===== config.mk =====
export PLATFORM = sky130hd
export DESIGN_NAME = pcs_sync_fifo
export DESIGN_NICKNAME = d
export VERILOG_FILES = /design/src/rtl/pcs_sync_fifo.sv
export SDC_FILE = /design/constraint.sdc
export NUM_CORES = 1
export LEC_CHECK = 0
export CORE_AREA = 2 2 135 137
export CTS_CLUSTER_SIZE = 12
export DETAILED_ROUTE_END_ITERATION = 16
export DIE_AREA = 0 0 137 139
export PLACE_DENSITY = 0.9
export REMOVE_ABC_BUFFERS = 1
export SYNTH_ARGS = -nofsm -noshare
export SYNTH_HDL_FRONTEND = slang
export SYNTH_SLANG_ARGS = --single-unit

===== constraint.sdc =====
create_clock -name clk -period 7.5 [get_ports clk]
set_input_delay 1.125 -clock clk [delete_from_list [all_inputs] [get_ports clk]]
set_output_delay 1.125 -clock clk [all_outputs]
set_load 0.05 [all_outputs]

===== src/rtl/pcs_sync_fifo.sv =====
// Single-clock expected-word queue with synchronous reset/flush and no write-to-read bypass.
module pcs_sync_fifo #(
    parameter int WIDTH = 32,
    parameter int DEPTH = 8
) (
    input  logic             clk,
    input  logic             reset,
    input  logic             flush,
    input  logic             push,
    input  logic [WIDTH-1:0] push_data,
    input  logic             pop,
    output logic [WIDTH-1:0] head,
    output logic             full,
    output logic             empty,
    output logic             overflow_evt
);

    localparam int AW = (DEPTH > 1) ? $clog2(DEPTH) : 1;
    localparam int CW = $clog2(DEPTH + 1);

    logic [WIDTH-1:0] mem [DEPTH];
    logic [AW-1:0]    wr_ptr;
    logic [AW-1:0]    rd_ptr;
    logic [CW-1:0]    count;
    logic             do_push;
    logic             do_pop;

    assign full         = (count == CW'(DEPTH));
    assign empty        = (count == '0);
    assign do_pop       = pop && !empty;
    // A pop in the same cycle frees the slot, so a push on a full queue still lands.
    assign do_push      = push && (!full || do_pop);
    assign overflow_evt = push && full && !do_pop;
    assign head         = mem[rd_ptr];

    always_ff @(posedge clk) begin
        if (do_push) begin
            mem[wr_ptr] <= push_data;
        end
    end

    always_ff @(posedge clk) begin
        if (reset || flush) begin
            wr_ptr <= '0;
            rd_ptr <= '0;
            count  <= '0;
        end else begin
            if (do_push) begin
                wr_ptr <= wr_ptr + AW'(1);
            end
            if (do_pop) begin
                rd_ptr <= rd_ptr + AW'(1);
            end
            case ({do_push, do_pop})
                2'b10:   count <= count + CW'(1);
                2'b01:   count <= count - CW'(1);
                default: count <= count;
            endcase
        end
    end

endmodule


==> results by group, run 1 <==
Placement
  – Area after DPL: 11,400 um2
  – HPWL Detailed: 11.7 mm
  – I/O Buffers: 71
  – Routability Congestion: ~0.75

Setup path
  – Critical path arrival: 3.59 ns
  – Worst-path fanout max: 36
  – Slowest stage delay, CP: 0.72 ns
  – Cell with the largest stage delay on the worst path: dfxtp_4
  – Setup crit end kind: output pin
  – CP Cell Sequence: buf_4 > mux4_2 > mux2_2 > clkdlybuf4s50_1
  – R2r setup slk: around 4.6 ns
  – WS Path Type: flip-flop to output pin
  – Worst EP required: 6.38 ns
  – CP startpoint kind: flip-flop

Logic synthesis
  – Cell Area, Synth: 10,300 um2
  – Register area share after synthesis: between 70 and 80%
  – Gate Count Post-Synth: ~460
  – Top_reg_cell synth: edfxtp_1
  – Post-synthesis cell type count: 35
  – Number of synthesized flops with an enable pin: 256
  – XOR/XNOR share of the synthesized area: 0.594%
  – Synth async-reset ratio: 0%
  – Largest family of logic cells by synthesized area: multiplexers
  – Synth Area in Adders: 0.364%
  – #FFs+latches synth: between 200 and 300
  – Simple-Gate Fraction of Synth Area: 1.99%
  – Mux share of post-synthesis cell area: around 18%
  – Compound-cell area share of the yosys netlist: 1.25%
  – Synth Warn #: 0
  – Post-Synthesis Mean Instance Area: 22.7 um2

Global routing
  – Total grt overflow: 0
  – Total track usage: 22.1%
  – Global-route wire length before repair: 30.8 mm
  – Vias in the first global route: 5,207
  – Initial antenna violation count: 0
  – Largest net degree at the start of global routing: 37

CTS
  – CTS buffer count: 27
  – CTS Hold Buffers Added: 0
  – Clk slew on worst S/H paths: approximately 0.060 ns
  – Post-CTS Resized: 0
  – CTS tree: yes
  – Worst-Skew Late Latency: roughly 0.52 ns
  – CTS HTree Levels: 1
  – CTS Buffer Depth: 3
  – CTS Root Cell: clkbuf_16
  – Clock Sinks: 269
  – Setup repair bufs after CTS: 0

Cells and area
  – Area Growth Syn to Fin: 17.9%
  – Diode count: 0
  – Final instance area: 12,200 um2
  – Fillers: approximately 1,000
  – Post-Route Utilization: 68.9%
  – Fraction of layout cells with a size suffix above 1: 28.5%
  – Net count, final: a little under 600

Detailed routing
  – Iter 0 DRT Violations: around 540
  – Final ANT Viol Nets: 0
  – DRC: 0
  – Post-Route WL: ~20 mm
  – Avg WL per Cell: 25.8 um
  – Vias: 4,921
  – Drt via density: 6.21
  – DR pass1 iterations: 6

Floorplanning
  – I/O Pins: 72
  – Die area: 19,000 um2
  – Chip height: around 140 um
  – Core Area: 17,700 um2
  – Core Rows: 49
  – Initial Utilization: 58.4%
  – Width of the die: 137 um

Power and ir drop
  – P_sw: about 620 uW
  – Peak supply drop: ~0.15 mV
  – Clock share of power: 39.6%
  – Int Pwr: 2.44 mW
  – Reg power frac: between 50% and 60%
  – PwrDens: 252 nW/um2
  – LEAKAGE: around 3.7 nW
  – Sw frac: 20.3%
  – Combinational power share: 5.9%

Timing
  – Number of hold violations in the final report: 0
  – Endpoints failing setup: 0
  – Worst slew margin: 25.3%
  – Final Hold Slack: 0.507 ns
  – Total Neg Setup Slack: 0 ns
  – Period utilization: 62.8%
  – RSZ-0062 raised after global routing: false
  – Worst Skew: 0.0105 ns
  – Slew @ Worst Pin: 1.11 ns
  – Tmin final: about 4.7 ns
  – Slew Viols, Final: 0
  – Fmax achieved: around 210 MHz

Hold path
  – Hold Path Class: flip-flop to flip-flop

Job
  – Max_cap viols: 0

Outcome
  – Outcome: completed
-- cells in the mapped netlist, types with 2 or more instances --
cell type	count	area, um2
nand4b_1	2	17.5
nand3_1	2	10.0
o211ai_1	2	15.0
xnor2_1	4	35.0
buf_2	8	40.0
nor3_1	4	20.0
edfxtp_1	256	7690
inv_1	4	15.0
a21oi_1	3	15.0
nor2_1	15	56.3
ha_1	3	37.5
mux2_2	32	360
nand2b_1	3	18.8
clkbuf_1	13	48.8
or2_2	2	12.5
dfxtp_1	13	260
mux4_2	64	1440
mux2i_1	2	20.0
xor2_1	3	26.3
nand2_1	5	18.8
-- worst max-delay path, delay by kind of cell, from the launching register on --
family / cells / cell delay [ns]
muxes: 2 / 0.91
buffers and inverters: 2 / 1.40
DFF: 1 / 0.72
-- layer usage --
metal  track usage, %  routed length, um
met2             37.7              10700
met3             4.17               1470
met5                0                  0
met1             29.5               7950
met4             5.97                400
-- cells by family after synthesis --
family	Yosys count
flip-flops	269
multiplexers	98
AND/OR/NAND/NOR	39
buffers and inverters	27
AO/OA/AOI/OAI	12
XOR/XNOR	7
adder cells (fa/ha/maj)	3
-- worst paths after layout --
check,cells past startpoint,startpoint,to
worst max register to register,4,count[2],mem[1][16]
worst min register to register,2,wr_ptr[0],wr_ptr[0]
worst min-delay path,2,wr_ptr[0],wr_ptr[0]
worst max-delay path,4,flip-flop,head[18]
-- layout make-up --
class	instances	area, um2	share of cell area (%)
clock buffers	47	791	6.50
clock inverters	2	10.0	0.0823
inverters	5	18.8	0.154
multi-input cells	159	2310	19.0
flip-flops and latches	269	7950	65.4
well taps	229	287	2.36
repair buffers	82	793	6.52
-- flip-flops by register name (all words and copies together), names as in the netlist, named ones only --
signal	flops
count	4
mem	256
rd_ptr	3
wr_ptr	3
-- placed cells by master (no fill, tap or decap), drive strengths merged, types with 2 or more instances in the layout --
cell,netlist,final
mux2i,2,2
dfxtp,13,13
nor2,16,16
nand4b,2,2
xor2,3,3
a21oi,3,3
nand2b,3,3
o211ai,2,2
clkdlybuf4s50,0,71
clkinv,0,2
mux4,64,64
or2,2,2
ha,3,3
nor3,4,4
xnor2,4,4
buf,9,11
clkbuf,13,47
mux2,32,32
o311ai,2,2
nand2,5,5
edfxtp,256,256
nand3,2,2
inv,5,5
-- power by group through the flow --
stage	Sequential (mW)	Clock, mW	Combinational, mW
floorplan	1.70	0	0.101
global placement	1.70	0	0.172
detailed placement	1.70	0	0.178
CTS	1.67	1.23	0.181
global route	1.67	1.28	0.190
finish	1.67	1.21	0.180
-- stage by stage --
stage	std cells	worst slack [ns]	total power, mW
final	793	2.79	3.07
after detailed placement	744	3.25	1.88
after floorplan	433	2.61	1.80
after CTS	793	2.70	3.08
after global routing	793	2.57	3.15
after global placement	744	3.33	1.87
Power figures use the tool's default switching activity.
==> inputs of run 2 (changes only) <==
- CORE_AREA: 2 2 135 137 -> 2 2 143 145
- DIE_AREA: 0 0 137 139 -> 0 0 145 147
- PLACE_DENSITY: 0.9 -> 0.85
- clock period: 7.5 -> 3.87 ns (I/O delays scaled with it)
==> run 2 against run 1 <==
Net effect:
- register-to-register slack worse by 3.2 ns
- design area up 1.4%
- critical path type unchanged
- clock skew down 0.0046 ns
==> results by group, run 2 (synthesis gave the netlist of run 1 again) <==
CTS
  – Clk slew on worst S/H paths: about 0.060 ns
  – CTS Root Cell: clkbuf_16
  – Post-CTS Resized: 0
  – Clock Sinks: between 200 and 300
  – CTS buffer count: 27
  – CTS HTree Levels: 1
  – CTS tree: yes
  – Setup repair bufs after CTS: 0
  – CTS Buffer Depth: 3
  – Worst-Skew Late Latency: 0.52 ns
  – CTS Hold Buffers Added: 0

Hold path
  – Hold Path Class: flip-flop to flip-flop
  – Worst hold start: rd_ptr[1]

Global routing
  – Largest net degree at the start of global routing: 40
  – Vias in the first global route: 5,171
  – Global-route wire length before repair: ~30 mm
  – Initial antenna violation count: 0
  – Total track usage: 18.7%
  – Total grt overflow: 0

Floorplanning
  – Core Rows: 52
  – Initial Utilization: 52.0%
  – Die area: roughly 21,000 um2
  – Chip height: 147 um
  – Core Area: 19,800 um2
  – I/O Pins: 72
  – Width of the die: ~150 um

Outcome
  – Outcome: completed

Detailed routing
  – Avg WL per Cell: about 23 um
  – DRC: 0
  – Final ANT Viol Nets: 0
  – Met3 routed wirelength: 1.46 mm
  – DR pass1 iterations: 4
  – Iter 0 DRT Violations: about 300
  – Drt via density: 5.67
  – DR top layer: met4
  – DRT met1 WL: 7.26 mm
  – Metal2 WL: 10.3 mm
  – Vias: 4,722
  – Post-Route WL: 19.4 mm

Cells and area
  – Top reg by flops: mem
  – Fillers: 1,307
  – Diode count: 0
  – Largest register FFs: 256
  – Fraction of layout cells with a size suffix above 1: 29.1%
  – Commonest cells after routing, fill and taps aside: 256 x edfxtp_1, 71 x clkdlybuf4s50_1, 64 x mux4_2, 32 x mux2_2, 28 x clkbuf_16
  – Area Growth Syn to Fin: 19.5%
  – Net count, final: 589
  – Largest registers: mem: 256 flops, count: 4 flops
  – Commonest non-fill, non-tap cell in the layout: edfxtp_1

Setup path
  – Top delay family on crit path: buffers and inverters
  – WS Path Type: flip-flop to output pin
  – Worst-path fanout max: 39
  – CP Cell Sequence: buf_4 > mux4_2 > mux2_2 > clkdlybuf4s50_1
  – Crit path buf inv count: 2
  – R2r startpoint: count[2]
  – Critical path arrival: 2.96 ns
  – Setup crit end kind: output pin
  – CP startpoint kind: flip-flop
  – Cell with the largest stage delay on the worst path: clkdlybuf4s50_1
  – Worst EP required: 3.29 ns
  – Slowest stage delay, CP: 0.71 ns

Timing
  – Slew @ Worst Pin: a little over 0.8 ns
  – Final Hold Slack: between 0.5 and 0.6 ns
  – RSZ-0062 raised after global routing: false
  – Period utilization: 91.4%
  – Setup slack after layout: 0.333 ns
  – Worst Skew: slightly below 0.006 ns
  – Number of hold violations in the final report: 0
  – Fmax achieved: roughly 280 MHz
  – Endpoints failing setup: 0
  – Worst slew margin: between 40 and 50%
  – Tmin final: 3.54 ns
  – Slew Viols, Final: 0

Placement
  – Pre-CTS WS: 0.844 ns
  – I/O Buffers: 71
  – Routability Congestion: a little over 0.7
  – HPWL Detailed: 11.4 mm

Power and ir drop
  – Peak supply drop: 0.295 mV
  – PwrDens: 481 nW/um2
  – LEAKAGE: 3.79 nW

Job
  – Max_cap viols: 0
==> run 2: cell types whose count changed in the layout (fill, tap and decap cells not counted), sizes merged <==
cell,before,now
clkbuf,47,41
buf,11,16
==> run 2: where the power goes <==
group          switching [mW]  internal, mW  total, mW
combinational           0.208         0.145      0.353
sequential             0.0125          3.22       3.23
clock                   0.970          1.37       2.34
==> run 2: tightest hold or removal path: cells and delay by family, from the launching register on <==
| family | cells | cell delay, ns |
|---|---|---|
| AO/OA/AOI/OAI | 1 | 0.08 |
| AND/OR/NAND/NOR | 1 | 0.06 |
| flip-flops | 1 | 0.32 |
==> run 2: layout make-up <==
class | instances | area, um2 | share of cell area (%)
Timing Repair Buffer | 87 | 918 | 7.45
Clock inverter | 2 | 7.51 | 0.0609
Tap cell | 270 | 338 | 2.74
Multi-Input combinational cell | 159 | 2310 | 18.7
Sequential cell | 269 | 7960 | 64.5
Clock buffer | 41 | 779 | 6.32
Inverter | 5 | 18.8 | 0.152
==> run 2: layer usage <==
layer,GRT usage (%),vias up
met3,3.57,34
li1,-,2078
met5,0,-
met4,5.94,0
met2,32.7,178
met1,24.0,2432
==> run 2: through the flow <==
step,std cells,setup TNS [ns],utilization (%),instance area (um2),power (mW)
detailed placement,790,0,58.2,11500,3.65
global route,833,0,62.1,12300,6.09
finish,833,0,62.1,12300,5.92
floorplan,433,-15.35,-,10200,3.50
CTS,833,0,62.1,12300,5.97
global placement,790,0,58.2,11500,3.64
==> run 2: path summary, 6_finish.rpt <==
kind	to	slack (ns)	cells past startpoint
hold / removal	flip-flop	0.51	2
setup reg to reg	mem[5][26]	1.35	4
setup / recovery	head[16]	0.33	4
hold reg to reg	flip-flop	0.51	2
==> inputs of run 3 (changes only) <==
- CAP_MARGIN: not set -> 20
==> results of run 3 <==
Same layout as run 2: the final DEF is identical, and so are final timing and power.
